--- src/rtl/bus_if_types_pkg.sv ---
// Shared bus transaction encodings and arbiter types used by rv_core and the
// slave-side fabric.
package bus_if_types_pkg;

    typedef enum logic {
        READ  = 1'b0,
        WRITE = 1'b1
    } ttype_e;

    typedef enum logic [1:0] {
        BYTE = 2'b00,
        HALF = 2'b01,
        WORD = 2'b10
    } tsize_e;

    typedef enum logic [1:0] {
        IDLE = 2'b00,
        OWN0 = 2'b01,
        OWN1 = 2'b10
    } arb_state_e;

    localparam logic [31:0] ARB_ERR_RDATA = 32'hDEAD_BEEF;

    // One-hot owner vector for a given arbiter state.
    function automatic logic [1:0] arb_grant_vec(input arb_state_e st);
        logic [1:0] g;
        case (st)
            OWN0:    g = 2'b01;
            OWN1:    g = 2'b10;
            default: g = 2'b00;
        endcase
        return g;
    endfunction

endpackage

--- src/rtl/rr_pick2.sv ---
// Two-way winner picker: round-robin against the last owner, or fixed
// priority to requester 1 when 'fixed' is set.
module rr_pick2 (
    input  logic [1:0] req,
    input  logic       last,
    input  logic       fixed,
    output logic       pick
);

    // Pick the winning requester index; a tie goes to the one that did not
    // own the bus last, unless priority is fixed.
    always_comb begin
        pick = 1'b0;
        case (req)
            2'b01:   pick = 1'b0;
            2'b10:   pick = 1'b1;
            2'b11: begin
                if (fixed) begin
                    pick = 1'b1;
                end else begin
                    pick = ~last;
                end
            end
            default: pick = 1'b0;
        endcase
    end

endmodule

--- src/rtl/bus_arbiter_2m1s.sv ---
// Arbitrates the core's ibus (m0) and dbus (m1) onto one shared slave bus,
// with an optional watchdog that force-completes hung slave transfers.
module bus_arbiter_2m1s
    import bus_if_types_pkg::*;
#(
    parameter int unsigned FIXED_PRIO     = 0,
    parameter int unsigned TIMEOUT_CYCLES = 256,
    parameter logic [31:0] ERR_RDATA      = ARB_ERR_RDATA
) (
    input  logic        clk,
    input  logic        rst,

    input  logic        m0_breq,
    input  logic        m0_bstart,
    input  ttype_e      m0_ttype,
    input  tsize_e      m0_tsize,
    input  logic [31:0] m0_addr,
    input  logic [31:0] m0_wdata,
    output logic [31:0] m0_rdata,
    output logic        m0_bdone,
    output logic        m0_berr,

    input  logic        m1_breq,
    input  logic        m1_bstart,
    input  ttype_e      m1_ttype,
    input  tsize_e      m1_tsize,
    input  logic [31:0] m1_addr,
    input  logic [31:0] m1_wdata,
    output logic [31:0] m1_rdata,
    output logic        m1_bdone,
    output logic        m1_berr,

    output logic        s_breq,
    output logic        s_bstart,
    output ttype_e      s_ttype,
    output tsize_e      s_tsize,
    output logic [31:0] s_addr,
    output logic [31:0] s_wdata,
    input  logic [31:0] s_rdata,
    input  logic        s_bdone,

    output logic [1:0]  grant
);

    localparam bit          WDOG_EN  = (TIMEOUT_CYCLES != 32'd0);
    localparam int unsigned CW       = WDOG_EN ? $clog2(TIMEOUT_CYCLES + 32'd1) : 1;
    localparam logic [CW-1:0] CNT_LAST = WDOG_EN ? CW'(TIMEOUT_CYCLES - 32'd1) : {CW{1'b0}};
    localparam logic [CW-1:0] CNT_MAX  = WDOG_EN ? CW'(TIMEOUT_CYCLES) : {CW{1'b0}};

    arb_state_e    state_r;
    arb_state_e    next_state_s;
    logic          last_grant_r;
    logic [CW-1:0] cnt_r;
    logic [1:0]    req_s;
    logic          pick_s;
    logic          timeout_s;

    assign req_s = {m1_breq & m1_bstart, m0_breq & m0_bstart};

    rr_pick2 u_pick (
        .req   (req_s),
        .last  (last_grant_r),
        .fixed (FIXED_PRIO != 32'd0),
        .pick  (pick_s)
    );

    // A slave completion in the expiry cycle wins over the watchdog.
    assign timeout_s = WDOG_EN && (state_r != IDLE) && (cnt_r == CNT_LAST) && !s_bdone;

    // Next-state: grant from IDLE, release on slave completion or expiry.
    always_comb begin
        next_state_s = state_r;
        case (state_r)
            IDLE: begin
                if (req_s != 2'b00) begin
                    next_state_s = pick_s ? OWN1 : OWN0;
                end else begin
                    next_state_s = IDLE;
                end
            end
            OWN0, OWN1: begin
                if (s_bdone || timeout_s) begin
                    next_state_s = IDLE;
                end else begin
                    next_state_s = state_r;
                end
            end
            default: next_state_s = IDLE;
        endcase
    end

    // State and round-robin history registers.
    always_ff @(posedge clk or posedge rst) begin
        if (rst) begin
            state_r      <= IDLE;
            last_grant_r <= 1'b0;
        end else begin
            state_r <= next_state_s;
            if (state_r != IDLE && next_state_s == IDLE) begin
                last_grant_r <= (state_r == OWN1);
            end
        end
    end

    // Watchdog counter: zero in the first OWN cycle, saturating thereafter.
    always_ff @(posedge clk or posedge rst) begin
        if (rst) begin
            cnt_r <= {CW{1'b0}};
        end else if (state_r == IDLE || next_state_s == IDLE) begin
            cnt_r <= {CW{1'b0}};
        end else if (cnt_r != CNT_MAX) begin
            cnt_r <= cnt_r + CW'(1);
        end
    end

    // Slave-side request mux and master-side response routing.
    always_comb begin
        s_breq   = 1'b0;
        s_bstart = 1'b0;
        s_ttype  = READ;
        s_tsize  = WORD;
        s_addr   = 32'h0000_0000;
        s_wdata  = 32'h0000_0000;
        m0_rdata = 32'h0000_0000;
        m0_bdone = 1'b0;
        m0_berr  = 1'b0;
        m1_rdata = 32'h0000_0000;
        m1_bdone = 1'b0;
        m1_berr  = 1'b0;
        grant    = arb_grant_vec(state_r);
        case (state_r)
            OWN0: begin
                s_breq   = 1'b1;
                s_bstart = ~timeout_s;
                s_ttype  = m0_ttype;
                s_tsize  = m0_tsize;
                s_addr   = m0_addr;
                s_wdata  = m0_wdata;
                m0_bdone = s_bdone | timeout_s;
                m0_berr  = timeout_s;
                if (timeout_s) begin
                    m0_rdata = (m0_ttype == READ) ? ERR_RDATA : 32'h0000_0000;
                end else begin
                    m0_rdata = s_rdata;
                end
            end
            OWN1: begin
                s_breq   = 1'b1;
                s_bstart = ~timeout_s;
                s_ttype  = m1_ttype;
                s_tsize  = m1_tsize;
                s_addr   = m1_addr;
                s_wdata  = m1_wdata;
                m1_bdone = s_bdone | timeout_s;
                m1_berr  = timeout_s;
                if (timeout_s) begin
                    m1_rdata = (m1_ttype == READ) ? ERR_RDATA : 32'h0000_0000;
                end else begin
                    m1_rdata = s_rdata;
                end
            end
            default: begin
                s_breq = 1'b0;
            end
        endcase
    end

endmodule

--- config.mk ---
export PLATFORM = sky130hd
export DESIGN_NAME = bus_arbiter_2m1s
export DESIGN_NICKNAME = d
export VERILOG_FILES = /design/src/rtl/bus_if_types_pkg.sv /design/src/rtl/rr_pick2.sv /design/src/rtl/bus_arbiter_2m1s.sv
export SDC_FILE = /design/constraint.sdc
export NUM_CORES = 1
export LEC_CHECK = 0
export CAP_MARGIN = 40
export CELL_PAD_IN_SITES_DETAIL_PLACEMENT = 1
export CELL_PAD_IN_SITES_GLOBAL_PLACEMENT = 2
export CORE_AREA = 2 2 120 122
export CTS_CLUSTER_SIZE = 10
export DETAILED_ROUTE_END_ITERATION = 16
export DIE_AREA = 0 0 122 124
export DONT_BUFFER_PORTS = 1
export PLACE_DENSITY_LB_ADDON = 0.05
export SLEW_MARGIN = 15
export SYNTH_ARGS = -nofsm -noshare
export SYNTH_HDL_FRONTEND = slang
export SYNTH_SLANG_ARGS = --single-unit
--- constraint.sdc ---
create_clock -name clk -period 2.1 [get_ports clk]
set_input_delay 0.105 -clock clk [delete_from_list [all_inputs] [get_ports clk]]
set_output_delay 0.105 -clock clk [all_outputs]
set_load 0.05 [all_outputs]
### Yosys cells after proc, flatten, opt, wreduce, memory -nomap -nowiden

Index checks and enable logic that the tools add are counted.

* $add $sub $neg: 1
* multipliers: 0
* div/mod/pow operators: 0
* magnitude comparators: 0
* eq/ne operators: 6
* shifts and indexed selects: 0
* mux-type cells: 24
* bitwise gates (word level): 5
* reduce and logical (&&, ||, !) cells: 12

Operators with widths (count)
* $mux 32: 6
* $pmux 32 s2: 2
* $mux 9: 2
* $pmux 2 s2: 3
* $add 9x1->9 const B: 1
* $eq 9x8->1 const B: 1
* $ne 9x9->1 const B: 1
* $eq 2x2->1 const B: 3
* $mux 1: 6
* $mux 2: 3
* $reduce_bool 2->1: 3
* $logic_not 2->1: 2
* $pmux 1 s2: 2
* $logic_and 1x1->1: 3
* $and 1x1->1: 2
* $eq 2x1->1 const B: 1
* $logic_or 1x1->1: 2
* $not 1->1: 2
* $reduce_or 2->1: 1
* $logic_not 1->1: 1
* $or 1x1->1: 1

* bits in registers: 12
* latch bits: 0
* bits in writable memories: 0
* memory bits (read-only): 0
* output and inout port bits: 139
* memories: 0

### Logic depth before layout (Yosys ltp)

* depth in word-level cells: 9
* mapped depth: 9

### By module

A second synthesis with hierarchy kept.

* cells, all modules: 348
* area total of the unflattened synthesis: 2257.2 µm²

By module, submodules not included
* bus_arbiter_2m1s: times used 1, cells an instance 346, area each 2245.9 µm²
* rr_pick2: times used 1, cells an instance 2, area each 11.3 µm²

### Least setup slack after synthesis

No wires, ideal clock.

* path kind: register to output
* start: register state_r[0]
* end: output port m1_bdone
* arrival: 2.394 ns
* path slack: -0.399 ns
* cell stages (with the launch flop): 7
* buffers on the path: 3
* cells stage by stage: dfrtp_1 > inv_1 > ha_1 > clkbuf_1 > buf_2 > clkbuf_1 > nor2b_1

* word-level cells in the longest chain between the ends: 5

RTL lines
* start, declared: line bus_arbiter_2m1s.sv:50 `arb_state_e state_r;`
* start signal, assigned: line bus_arbiter_2m1s.sv:98 `state_r <= next_state_s;`
* $reduce_bool 2->1: line bus_arbiter_2m1s.sv:68 `assign timeout_s = WDOG_EN && (state_r != IDLE) && (cnt_r == CNT_LAST) && !s_bdone;`
* $logic_and 1x1->1 (2 in a row): line bus_arbiter_2m1s.sv:68
* $or 1x1->1: line bus_arbiter_2m1s.sv:154 `m1_bdone = s_bdone | timeout_s;`
* $mux 1 (*): line bus_arbiter_2m1s.sv:131 `case (state_r)`
* end, declared: line bus_arbiter_2m1s.sv:30 `output logic m1_bdone,`

Every way passes the cells marked *; elsewhere a longest branch is shown, timed or not.

### Worst setup path in the final report

* start: register cnt_r[0]
* end: output port m1_rdata[31]

* word-level cells in the longest chain between the ends: 5

RTL lines
* start, declared: line bus_arbiter_2m1s.sv:53 `logic [CW-1:0] cnt_r;`
* start signal, assigned: line bus_arbiter_2m1s.sv:108 `cnt_r <= {CW{1'b0}};`
* start signal, assigned: line bus_arbiter_2m1s.sv:110 `cnt_r <= {CW{1'b0}};`
* start signal, assigned: line bus_arbiter_2m1s.sv:112 `cnt_r <= cnt_r + CW'(1);`
* $eq 9x8->1: line bus_arbiter_2m1s.sv:68
* $logic_and 1x1->1 (2 in a row): line bus_arbiter_2m1s.sv:68
* $mux 32: line bus_arbiter_2m1s.sv:156 `if (timeout_s) begin`
* $mux 32: line bus_arbiter_2m1s.sv:131
* end, declared: line bus_arbiter_2m1s.sv:29 `output logic [31:0] m1_rdata,`

No other way between the ends.

==> summary.md <==
| Metric | Value |
|---|---|
| FF-to-FF End | last_grant_r |
| Detailed Route WL | around 13000 um |
| Area Growth Syn to Fin | 167% |
| Post-DP HPWL | about 11000 um |
| Starting Density | 0.166 |
| # IOs | ~310 |
| Vias per inst | approximately 4.8 |
| IO buf count | 0 |
| Worst min path class | in2reg |
| Met1 GRT Util | 0.155 |
| Post-Synth Simple-Gate Area | 0.443 |
| Wire length of the first global-routing pass | about 18000 um |
| Die area | between 15000 and 20000 um^2 |
| Core Region | roughly 14000 um^2 |
| Die Ht | 124 um |
| Largest net degree at the start of global routing | 70 |
| Syn avg cell area | ~6.7 um^2 |
| Worst setup SP type | flop |
| Post-synthesis compound-gate area fraction | 0.280 |
| Minimum clock period | ~2.3 ns |
| Async set-reset flop share out of synthesis | 1.00 |
| Core Rows | 43 |
| Die width | 122 um |
| DR pass1 iterations | 4 |
| Grt ovf | 0 |
| Reg2reg start | cnt_r[0] |
| Gr usage total | 0.153 |
| Top cells by area, synth | a22oi_1 22%, nor2b_1 19%, dfrtp_1 13%, nor2_1 12%, and3_1 4.4% |
| Routed vias | between 3000 and 4000 |
| Fin area | a little over 6000 um^2 |
| Kind of critical path | reg2out |
| Clock root buffer | clkbuf_16 |
| Nets | approximately 660 |
| Initial DRC count | 108 |
| Post-Syn Area | 2280 um^2 |
| HP Start | m1_bstart |
| Grt peak-use layer | met2 |
| Number of buffers created by CTS | 3 |
| Leak | approximately 2.2 nW |
| Max-Cap Viols | 0 |
| Synth top area share | 0.221 |
| Most frequent cell after synthesis | nor2_1 |
| Met2 usage | 0.310 |
| Fraction of layout cells with a size suffix above 1 | 0.629 |
| Deepest clock path buffer count | 2 |
| Worst hold endpoint | state_r[1] |
| Outcome | finished, violations left |
| Clk_lat worst skew | 0.24 ns |
| Initial antenna violation count | 0 |
| RSZ-0062 raised after global routing | true |
| FMAX | between 0.4 and 0.5 GHz |
| Clock Pin Slew Worst Setup and Hold Paths | roughly 0.040 ns |
| CTS tree | built |
| Final period util | 1.09 |
| R2r setup slk | approximately 0.38 ns |
| Crit end category | primary output |
| Max_slew headroom | 0.637 |
| H-Tree Depth | 1 |
| WL/cell | roughly 19 um |
| Peak supply drop | about 0.21 mV |
| Most frequent cells after synthesis | 75 x nor2_1, 70 x nor2b_1, 67 x a22oi_1 |
| Met3 Usage GRT | 0.0321 |
| Ys Warns | 0 |
| Cell taking the most area after synthesis | a22oi_1 |
| CP Data Required Time | approximately 2.0 ns |
| Register-to-Register Path Depth | 8 |
| WHS | 0.0688 ns |
| Post-Place Cell Area | roughly 5800 um^2 |
| Max Slew Vio Count | 0 |
| Pwr Total | 3.66 mW |
| Post-synth EDFFs | 0 |
| Sequential share of the synthesized area | 0.132 |
| Vias in the first global route | approximately 3300 |
| Synth Instances | around 340 |
| Power per cell area | 601 nW/um^2 |
| Ys flop type | dfrtp_1 |
| Clock sinks | 12 |
| Syn nets | about 520 |
| Post-Route Skew | 0.00199 ns |
| # diodes | 0 |
| Fin worst setup slack | -0.197 ns |
| Worst Hold Depth | 2 |
| GP Congestion | around 0.77 |
| Largest family of logic cells by synthesized area | simple AND/OR/NAND/NOR gates |
| Layout Utilization | 0.444 |
| Post-Synth XOR/XNOR Area | 0.00768 |
| Antenna-violating nets left | 0 |
| Mux cell area share after synthesis | 0.00494 |
| Measured slew at the worst slew-check pin | roughly 0.54 ns |
| # DRC | 0 |
| FF+latch count, synth | 12 |
| Adder-cell share of the synthesized area | 0.0439 |
| Failing checks | negative setup slack |
| Max Fanout on Critical Path | 18 |
| Synth unique cells | 31 |
| Final Hold Fails | 0 |
| CP arrival | 2.19 ns |
| Endpoints failing setup | 67 |
[cells in the final DEF (no fill, tap or decap), drive strengths merged]
master	count
buf	160
a31oi	1
mux2	1
nor2b	70
nand3	9
o2111ai	1
a21bo	1
nand2	6
nand4	2
ha	8
nor2	75
o21ba	1
dfrtp	12
and3	16
clkbuf	4
o21ai	5
a21oi	9
dlygate4sd3	1
xor2	2
nor4b	2
a22oi	67
nand2b	1
nand4b	1
inv	9
a211o	1
or3b	1
nor3b	2
and2	3
or3	3
[through the flow]
stage / TNS [ns] / std cells / setup slack, ns
finish: -10.73 / 654 / -0.197
CTS: -11.57 / 654 / -0.206
global placement: 0 / 644 / 0.0253
global route: -20.34 / 654 / -0.353
floorplan: -2.65 / 342 / -0.105
detailed placement: -0.452 / 644 / -0.0479
[cell families after synthesis]
logic type | count (synthesis)
compound gates | 86
buf+inv | 42
xor+xnor | 2
flops | 12
mux | 1
fa+ha+maj | 8
simple gates | 191
[registers in the layout, indices dropped and copies added, names as in the netlist]
signal,flops
cnt_r,9
state_r,2
last_grant_r,1
[power breakdown]
group	internal, mW	switching (mW)	leakage, nW
sequential	0.245	0.00787	0.166
combinational	1.39	1.63	2.00
clock	0.288	0.103	0.0442
total	1.92	1.74	2.21
[worst max-delay path by stage]
stage                              end  depth (start not counted)       start
after floorplan            s_wdata[10]                          5  state_r[0]
after global placement     m0_rdata[3]                          9    cnt_r[0]
after detailed placement   m0_rdata[1]                          9    cnt_r[0]
after CTS                  m0_rdata[1]                          9    cnt_r[1]
after global routing      m1_rdata[31]                          9    cnt_r[1]
final                     m1_rdata[31]                          9    cnt_r[0]
[worst max-delay path, cell delays in order (launching register included)]
cell and delay, ns:
dfrtp_1 0.35, ha_2 0.19, nand3_2 0.08, nor2_2 0.10, ha_2 0.19, or3b_4 0.42
o21ai_4 0.20, buf_12 0.20, nor2_2 0.08, buf_12 0.15
[metal layers]
layer	vias to the layer above	share of wire
met4	0	0.027
li1	1457	-
met2	168	0.58
met3	21	0.076
met5	-	0
met1	1468	0.32
[what timing repair did]
action,in CTS,in global routing
gates resized for setup,26,11
buffers inserted,3,0
gates cloned,2,0
hold buffers,1,0
setup endpoints to repair,67,69
hold endpoints to repair,12,0
pin swaps,2,4
[cell type report]
| class | count | area [um^2] |
|---|---|---|
| flip-flops and latches | 12 | 300 |
| well taps | 180 | 225 |
| clock buffers | 4 | 88.8 |
| fillers | 1473 | 7630 |
| repair buffers | 161 | 2960 |
| inverters | 9 | 33.8 |
| multi-input cells | 288 | 2480 |
(Power assumes the default switching activity.)
